### src/rtl/fir_ops_pkg.sv
// fir_ops_pkg: op codes and constants shared by the FIR controller and datapath
package fir_ops_pkg;
  localparam int DATA_W = 16;
  localparam logic [3:0] REG_ZERO = 4'hF;
  localparam logic [3:0] REG_OUT = 4'h0;
  typedef enum logic [2:0] {
    NOP   = 3'd0,
    COPY  = 3'd1,
    LOAD1 = 3'd2,
    LOAD2 = 3'd3,
    ADD   = 3'd4,
    SUB   = 3'd5,
    MUL   = 3'd6
  } alu_op_t;
endpackage

### src/rtl/rf16x16.sv
// rf16x16: 16x16 register file, two async reads, one sync write, R15 reads as zero
module rf16x16
  import fir_ops_pkg::*;
(
  input  logic              clk,
  input  logic              n_rst,
  input  logic              we,
  input  logic [3:0]        waddr,
  input  logic [DATA_W-1:0] wdata,
  input  logic [3:0]        raddr1,
  input  logic [3:0]        raddr2,
  output logic [DATA_W-1:0] rdata1,
  output logic [DATA_W-1:0] rdata2,
  output logic [DATA_W-1:0] r0
);
  // Only R0..R14 are stored; R15 is a constant zero.
  logic [DATA_W-1:0] regs [15];
  always_ff @(posedge clk or negedge n_rst) begin
    if (!n_rst) begin
      for (int i = 0; i < 15; i++) regs[i] <= '0;
    end else if (we && waddr != REG_ZERO) begin
      regs[waddr] <= wdata;
    end
  end
  assign rdata1 = (raddr1 == REG_ZERO) ? '0 : regs[raddr1];
  assign rdata2 = (raddr2 == REG_ZERO) ? '0 : regs[raddr2];
  assign r0 = regs[REG_OUT];
endmodule

### src/rtl/fir_datapath.sv
// fir_datapath: executes controller register-transfer commands with a signed ALU
module fir_datapath
  import fir_ops_pkg::*;
(
  input  logic              clk,
  input  logic              n_rst,
  input  logic [2:0]        op,
  input  logic [3:0]        src1,
  input  logic [3:0]        src2,
  input  logic [3:0]        dest,
  input  logic [DATA_W-1:0] ext_data1,
  input  logic [DATA_W-1:0] ext_data2,
  output logic [DATA_W-1:0] outreg_data,
  output logic              overflow
);
  logic [DATA_W-1:0] a, b, wdata;
  logic [DATA_W:0] sum, diff;
  logic signed [2*DATA_W-1:0] prod;
  logic we;
  rf16x16 u_rf (
    .clk(clk), .n_rst(n_rst), .we(we), .waddr(dest), .wdata(wdata),
    .raddr1(src1), .raddr2(src2), .rdata1(a), .rdata2(b), .r0(outreg_data)
  );
  assign sum = {a[DATA_W-1], a} + {b[DATA_W-1], b};
  assign diff = {a[DATA_W-1], a} - {b[DATA_W-1], b};
  assign prod = $signed(a) * $signed(b);
  // Results always wrap to 16 bits; overflow only flags, never blocks the write.
  always_comb begin
    we = 1'b0;
    wdata = '0;
    overflow = 1'b0;
    case (op)
      COPY:  begin we = 1'b1; wdata = a; end
      LOAD1: begin we = 1'b1; wdata = ext_data1; end
      LOAD2: begin we = 1'b1; wdata = ext_data2; end
      ADD:   begin we = 1'b1; wdata = sum[DATA_W-1:0]; overflow = sum[DATA_W] ^ sum[DATA_W-1]; end
      SUB:   begin we = 1'b1; wdata = diff[DATA_W-1:0]; overflow = diff[DATA_W] ^ diff[DATA_W-1]; end
      MUL:   begin
        we = 1'b1;
        wdata = prod[DATA_W-1:0];
        overflow = !((&prod[2*DATA_W-1:DATA_W-1]) || !(|prod[2*DATA_W-1:DATA_W-1]));
      end
      default: ;
    endcase
  end
endmodule

### config.mk
export PLATFORM = sky130hd
export DESIGN_NAME = fir_datapath
export DESIGN_NICKNAME = d
export VERILOG_FILES = /design/src/rtl/fir_ops_pkg.sv /design/src/rtl/rf16x16.sv /design/src/rtl/fir_datapath.sv
export SDC_FILE = /design/constraint.sdc
export NUM_CORES = 1
export LEC_CHECK = 0
export ABC_AREA = 0
export ABC_CLOCK_PERIOD_IN_PS = 12000
export CAP_MARGIN = 30
export CORE_ASPECT_RATIO = 0.5
export CORE_MARGIN = 10
export CORE_UTILIZATION = 40
export CTS_BUF_LIST = sky130_fd_sc_hd__clkbuf_2 sky130_fd_sc_hd__clkbuf_4 sky130_fd_sc_hd__clkbuf_8
export DETAILED_ROUTE_END_ITERATION = 6
export PLACE_DENSITY = 0.53
export SLEW_MARGIN = 30
export SYNTH_ARGS = -nofsm -noshare
export SYNTH_HDL_FRONTEND = slang
export SYNTH_SLANG_ARGS = --single-unit
### constraint.sdc
create_clock -name clk -period 12 [get_ports clk]
set_input_delay 1.2 -clock clk [delete_from_list [all_inputs] [get_ports clk]]
set_output_delay 1.2 -clock clk [all_outputs]
set_load 0.02 [all_outputs]
==> flow_summary.json, run 1 <==
{
  "status": "finished clean",
  "cts_sinks": 240,
  "cpMostUsedCell": "fa_1",
  "holdWs_ps": 503,
  "antenna_found_initial": 1,
  "cp_max_fo": 22,
  "arrival_ps": 10460,
  "required_ps": 10800,
  "row_count": 64,
  "vias": 19300,
  "grt_overflow_total": 0,
  "cpLargestDelayFamily": "adder cells",
  "ys_ff_latch": 240,
  "crit_type": "in -> out",
  "ctsHtreeMaxLevel": 2,
  "yosysSeqAreaShare": 0.243,
  "synth_edf_count": 0,
  "synthTopCellsByArea": "dfrtp_1, fa_1, mux4_2",
  "hold_path_class": "reg -> reg",
  "drt-initial-drc-count": 1643,
  "path_clk_slew_ps": 50,
  "netlist_instances": 2570,
  "fin_crit_ps": 11660,
  "routed.top_layer": "met4",
  "grt_pass1_vias": 19600,
  "nets": 3049,
  "core-area_mm2": 0.0612,
  "critPathBufInv": 4,
  "die_h_um": 196,
  "wl_per_cell_um": 23.0,
  "synth_top_area_share": 0.243,
  "grt_setup_unrepaired": "no",
  "synth-main-ff-cell": "dfrtp_1",
  "cts_tree": "yes",
  "synth.distinct_cells": 87,
  "final.period_utilization": 0.972,
  "via_per_inst": 5.56,
  "hpwl_um": 60500,
  "met1_length_um": 37300,
  "routed_wl_um": 79800,
  "clockBufferDepth": 3,
  "antenna_left": 0,
  "dieArea_mm2": 0.0728,
  "slew_violations": 0,
  "synth_area_per_cell_um2": 9.62,
  "final_layout_size_suffix_gt1_frac": 0.168,
  "fp.dieW_um": 372,
  "ys.warnings.count": 0,
  "wl_met2_um": 35600,
  "first_pass_iters": 6,
  "setup_tns_ps": 0,
  "synth_common_cells": "inv_1, nor2_1, fa_1, nand2_1, dfrtp_1",
  "critPathMaxStageDelay_ps": 610,
  "finClkSkew_ps": 16.2,
  "cp-start-kind": "input port",
  "root_buffer": "clkbuf_8",
  "cts_setup_buffers": 0,
  "synthArstFlopShare": 1.00,
  "max-cap-violations": 0,
  "worst_slew_pin_slew_ps": 947,
  "syn_area_mm2": 0.0247,
  "worstSetupEndpointType": "output port",
  "drc": 0,
  "setup_violations": 0,
  "io_pins": 66,
  "place.gp.congestion": 0.922,
  "maxSlewHeadroom": 0.365,
  "start_util": 0.404,
  "hold_viol": 0,
  "cts_buffers": 44,
  "track_usage": 0.218,
  "synth_top_cell_by_area": "dfrtp_1",
  "synth_nets": 2998,
  "slowest_stage": "fa_1",
  "grt_start_max_net_pins": 103,
  "clock.fmax_ghz": 0.0857,
  "hold_buffers": 0,
  "io_buffers": 65,
  "grt_pass1_wl_um": 124000,
  "yosys.cell_count.top_type": "inv_1",
  "area_delta_synth_final_pct": 11.5,
  "clk_latency_ps": 560,
  "antenna_cells": 0,
  "wl_met3_um": 5300
}
per-stage QoR:
stage	util	instance area, um^2	instances	setup WS, ps
2_1_floorplan	-	24700	2570	1370
3_3_place_gp	0.434	26600	3399	393
3_5_place_dp	0.434	26600	3400	328
4_1_cts	0.450	27500	3478	334
5_1_grt	0.450	27600	3478	30.3
6_report	0.450	27600	3478	338
path summary, 6_finish.rpt:
check	start	end	slack (ps)	cells past startpoint
worst max-delay path	src1[0]	overflow	340	25
worst min-delay path	u_rf.regs[174]	u_rf.regs[174]	500	2
worst max register to register	u_rf.r0[13]	u_rf.regs[159]	3520	22
worst min register to register	u_rf.regs[174]	u_rf.regs[174]	500	2
max in group asynchronous	n_rst	u_rf.regs[181]	9270	3
min in group asynchronous	n_rst	u_rf.regs[50]	690	1
final cells by class:
cell class | count | area [um^2]
timing repair buffer | 180 | 1560
clock inverter | 7 | 60.1
inverter | 337 | 1260
tap | 825 | 1030
clock buffer | 71 | 902
fill | 5982 | 33600
multi-input combinational | 1818 | 16700
sequential | 240 | 6010
worst min-delay path: stages, from the launching register on:
cell and delay [ps]:
dfrtp_1 350, nand2_1 50, o21ai_0 60
registers in the layout (all words and copies together) (netlist names):
| signal | flops |
|---|---|
| u_rf.r0 | 16 |
| u_rf.regs | 224 |
cell usage in the layout (no fill, tap or decap), types with 44 or more instances in the layout:
master / synthesis / final
inv_1: 333 / 333
a21oi_1: 138 / 137
o21ai_0: 127 / 118
buf_4: 22 / 110
mux4_2: 97 / 97
dfrtp_1: 240 / 240
mux2i_1: 44 / 44
fa_1: 264 / 264
nor2_1: 325 / 319
mux2_2: 106 / 106
ha_1: 115 / 115
nand2_1: 260 / 259
clkdlybuf4s50_1: 0 / 58
clkbuf_8: 0 / 59
what timing repair did:
action	CTS	global route
endpoints found under the hold margin	0	0
gates resized for setup	0	5
setup endpoints to repair	0	1
routing by layer:
layer,vias to the layer above,global-route usage
met2,641,0.342
li1,8696,-
met5,-,0
met1,9913,0.317
met4,0,0.0480
met3,99,0.0328
cell families (layout without fill, tap and decap cells):
group                      count (synthesis)  in the layout  synth area share
AOI/OAI and AO/OA                        467            467             0.119
buffers and inverters                    512            595            0.0833
adders and majority gates                379            379             0.272
DFF                                      240            240             0.243
and+or+nand+nor                          694            694             0.117
xor gates and xnor gates                  31             31            0.0110
muxes                                    247            247             0.154
Power of run 1 is not shown: default switching activity piles up to over one toggle a cycle in this logic, so the estimate is an artifact.
==> run 2: changes to the inputs <==
- CORE_MARGIN: 10 -> not set
- SKIP_CTS_REPAIR_TIMING: not set -> 1
==> run 2 against run 1 <==
  * Die area shrank 14%
  * Sequential share of layout area increased by 0.059 points
  * Global-route usage rose by 3.6 points
  * First-iteration DRC count decreased by 5.6%
  * Sequential cell count stayed put
  * Via count down 1.9%
  * Wire length down 1.7%
  * Register-to-register slack better by 160 ps
  * Cell area down 0.27%
  * Clock skew rose by 4.7 ps
  * Clock-buffer cell count decreased by 4
  * Hold slack got worse by 1.8 ps
==> flow_summary.json, run 2 (synthesis results as in run 1) <==
{
  "fin_crit_ps": 11520,
  "drc": 0,
  "finClkSkew_ps": 20.9,
  "grt_pass1_wl_um": 121000,
  "antenna_found_initial": 1,
  "drt-initial-drc-count": 1551,
  "first_pass_iters": 5,
  "io_pins": 66,
  "nets": 3045,
  "dieArea_mm2": 0.0629,
  "final.period_utilization": 0.960,
  "cts_sinks": 240,
  "start_util": 0.411,
  "cpMostUsedCell": "fa_1",
  "clock.fmax_ghz": 0.0868,
  "arrival_ps": 10320,
  "via_per_inst": 5.49,
  "core-area_mm2": 0.0601,
  "critPathMaxStageDelay_ps": 580,
  "worst_slew_pin_slew_ps": 892,
  "cts_tree": "yes",
  "fp.dieW_um": 354,
  "root_buffer": "clkbuf_8",
  "setup_violations": 0,
  "cp_max_fo": 22,
  "place_ws_ps": 239,
  "clockBufferDepth": 3,
  "utilization": 0.457,
  "antenna_left": 0,
  "antenna_cells": 0,
  "critPathBufInv": 9,
  "vias": 19000,
  "io_buffers": 65,
  "ctsHtreeMaxLevel": 2,
  "track_usage": 0.255,
  "cpLargestDelayFamily": "adder cells",
  "top_register": "u_rf.regs",
  "layout_commonest_cell": "inv_1",
  "cp-start-kind": "input port",
  "setup_tns_ps": 0,
  "max-cap-violations": 0,
  "path_clk_slew_ps": 60,
  "status": "finished clean",
  "grt_start_max_net_pins": 100,
  "clk_latency_ps": 550,
  "required_ps": 10800,
  "routed_wl_um": 78400,
  "wl_per_cell_um": 22.7,
  "setup_ws_ps": 485,
  "grt_setup_unrepaired": "no",
  "die_h_um": 178,
  "grt_overflow_total": 0,
  "final_layout_size_suffix_gt1_frac": 0.164,
  "hold_path_class": "reg -> reg",
  "slowest_stage": "mux4_2",
  "maxSlewHeadroom": 0.405,
  "worstSetupEndpointType": "output port",
  "largest_register_ffs": 224,
  "slew_violations": 0,
  "row_count": 63,
  "hpwl_um": 59000,
  "cts_buffers": 44,
  "area_delta_synth_final_pct": 11.2,
  "hold_viol": 0,
  "layout_common_cells": "inv_1, nor2_1, fa_1",
  "grt_pass1_vias": 19500,
  "place.gp.congestion": 0.916,
  "crit_type": "in -> out"
}
==> run 2: cell count changes in the layout (fill, tap and decap cells not counted), moves of 2 or more <==
cell	before	now
buf_4	110	106
clkbuf_4	12	9
clkinv_2	6	3
o21ai_1	30	36
clkinvlp_4	0	2
o21ai_2	4	1
o21ai_0	118	115
==> run 2: area by class of cell <==
cell class                 instances  area (um^2)
sequential                       240         6010
multi-input combinational       1818        16700
tap                              812         1020
clock inverter                     7         68.8
fill                            5729        32700
timing repair buffer             176         1530
clock buffer                      67          866
inverter                         337         1260
==> run 2: path summary, 6_finish.rpt <==
| path | start | end | slack (ps) | cells past startpoint |
|---|---|---|---|---|
| worst min-delay path | u_rf.regs[196] | u_rf.regs[196] | 500 | 2 |
| min in group asynchronous | n_rst | u_rf.regs[161] | 690 | 1 |
| worst max register to register | u_rf.r0[6] | u_rf.regs[31] | 3680 | 26 |
| max in group asynchronous | n_rst | u_rf.regs[98] | 9840 | 2 |
| worst max-delay path | src2[0] | overflow | 480 | 30 |
| worst min register to register | u_rf.regs[196] | u_rf.regs[196] | 500 | 2 |
==> run 2: per-layer routing <==
metal | wire length, um | track usage
met5 | 0 | 0
met4 | 1610 | 0.0579
met1 | 37400 | 0.374
met2 | 35200 | 0.406
met3 | 4230 | 0.0258
==> run 2: stage by stage <==
stage / instances / instance area (um^2) / hold WS, ps
3_5_place_dp: 3383 / 26500 / 491
2_1_floorplan: 2570 / 24700 / 461
3_3_place_gp: 3381 / 26500 / 474
6_report: 3457 / 27500 / 501
4_1_cts: 3457 / 27500 / 503
5_1_grt: 3457 / 27500 / 525
==> run 2: worst reg2reg max path, stage by stage (launching register included) <==
cell and delay [ps]:
dfrtp_1 470, mux4_2 500, nand2_1 90, nand2_1 60, o21ai_1 620, inv_1 160, ha_1 350, fa_1 530
inv_1 50, fa_1 470, inv_1 50, fa_1 480, fa_1 470, fa_1 520, inv_1 50, fa_1 470
inv_1 40, ha_1 360, and3_1 230, a221oi_2 390, nand2_1 190, xor2_1 220, buf_4 190, a22oi_1 170
o211a_1 230, a21oi_2 600, mux2_2 310
Power of run 2 is left out for the same reason.
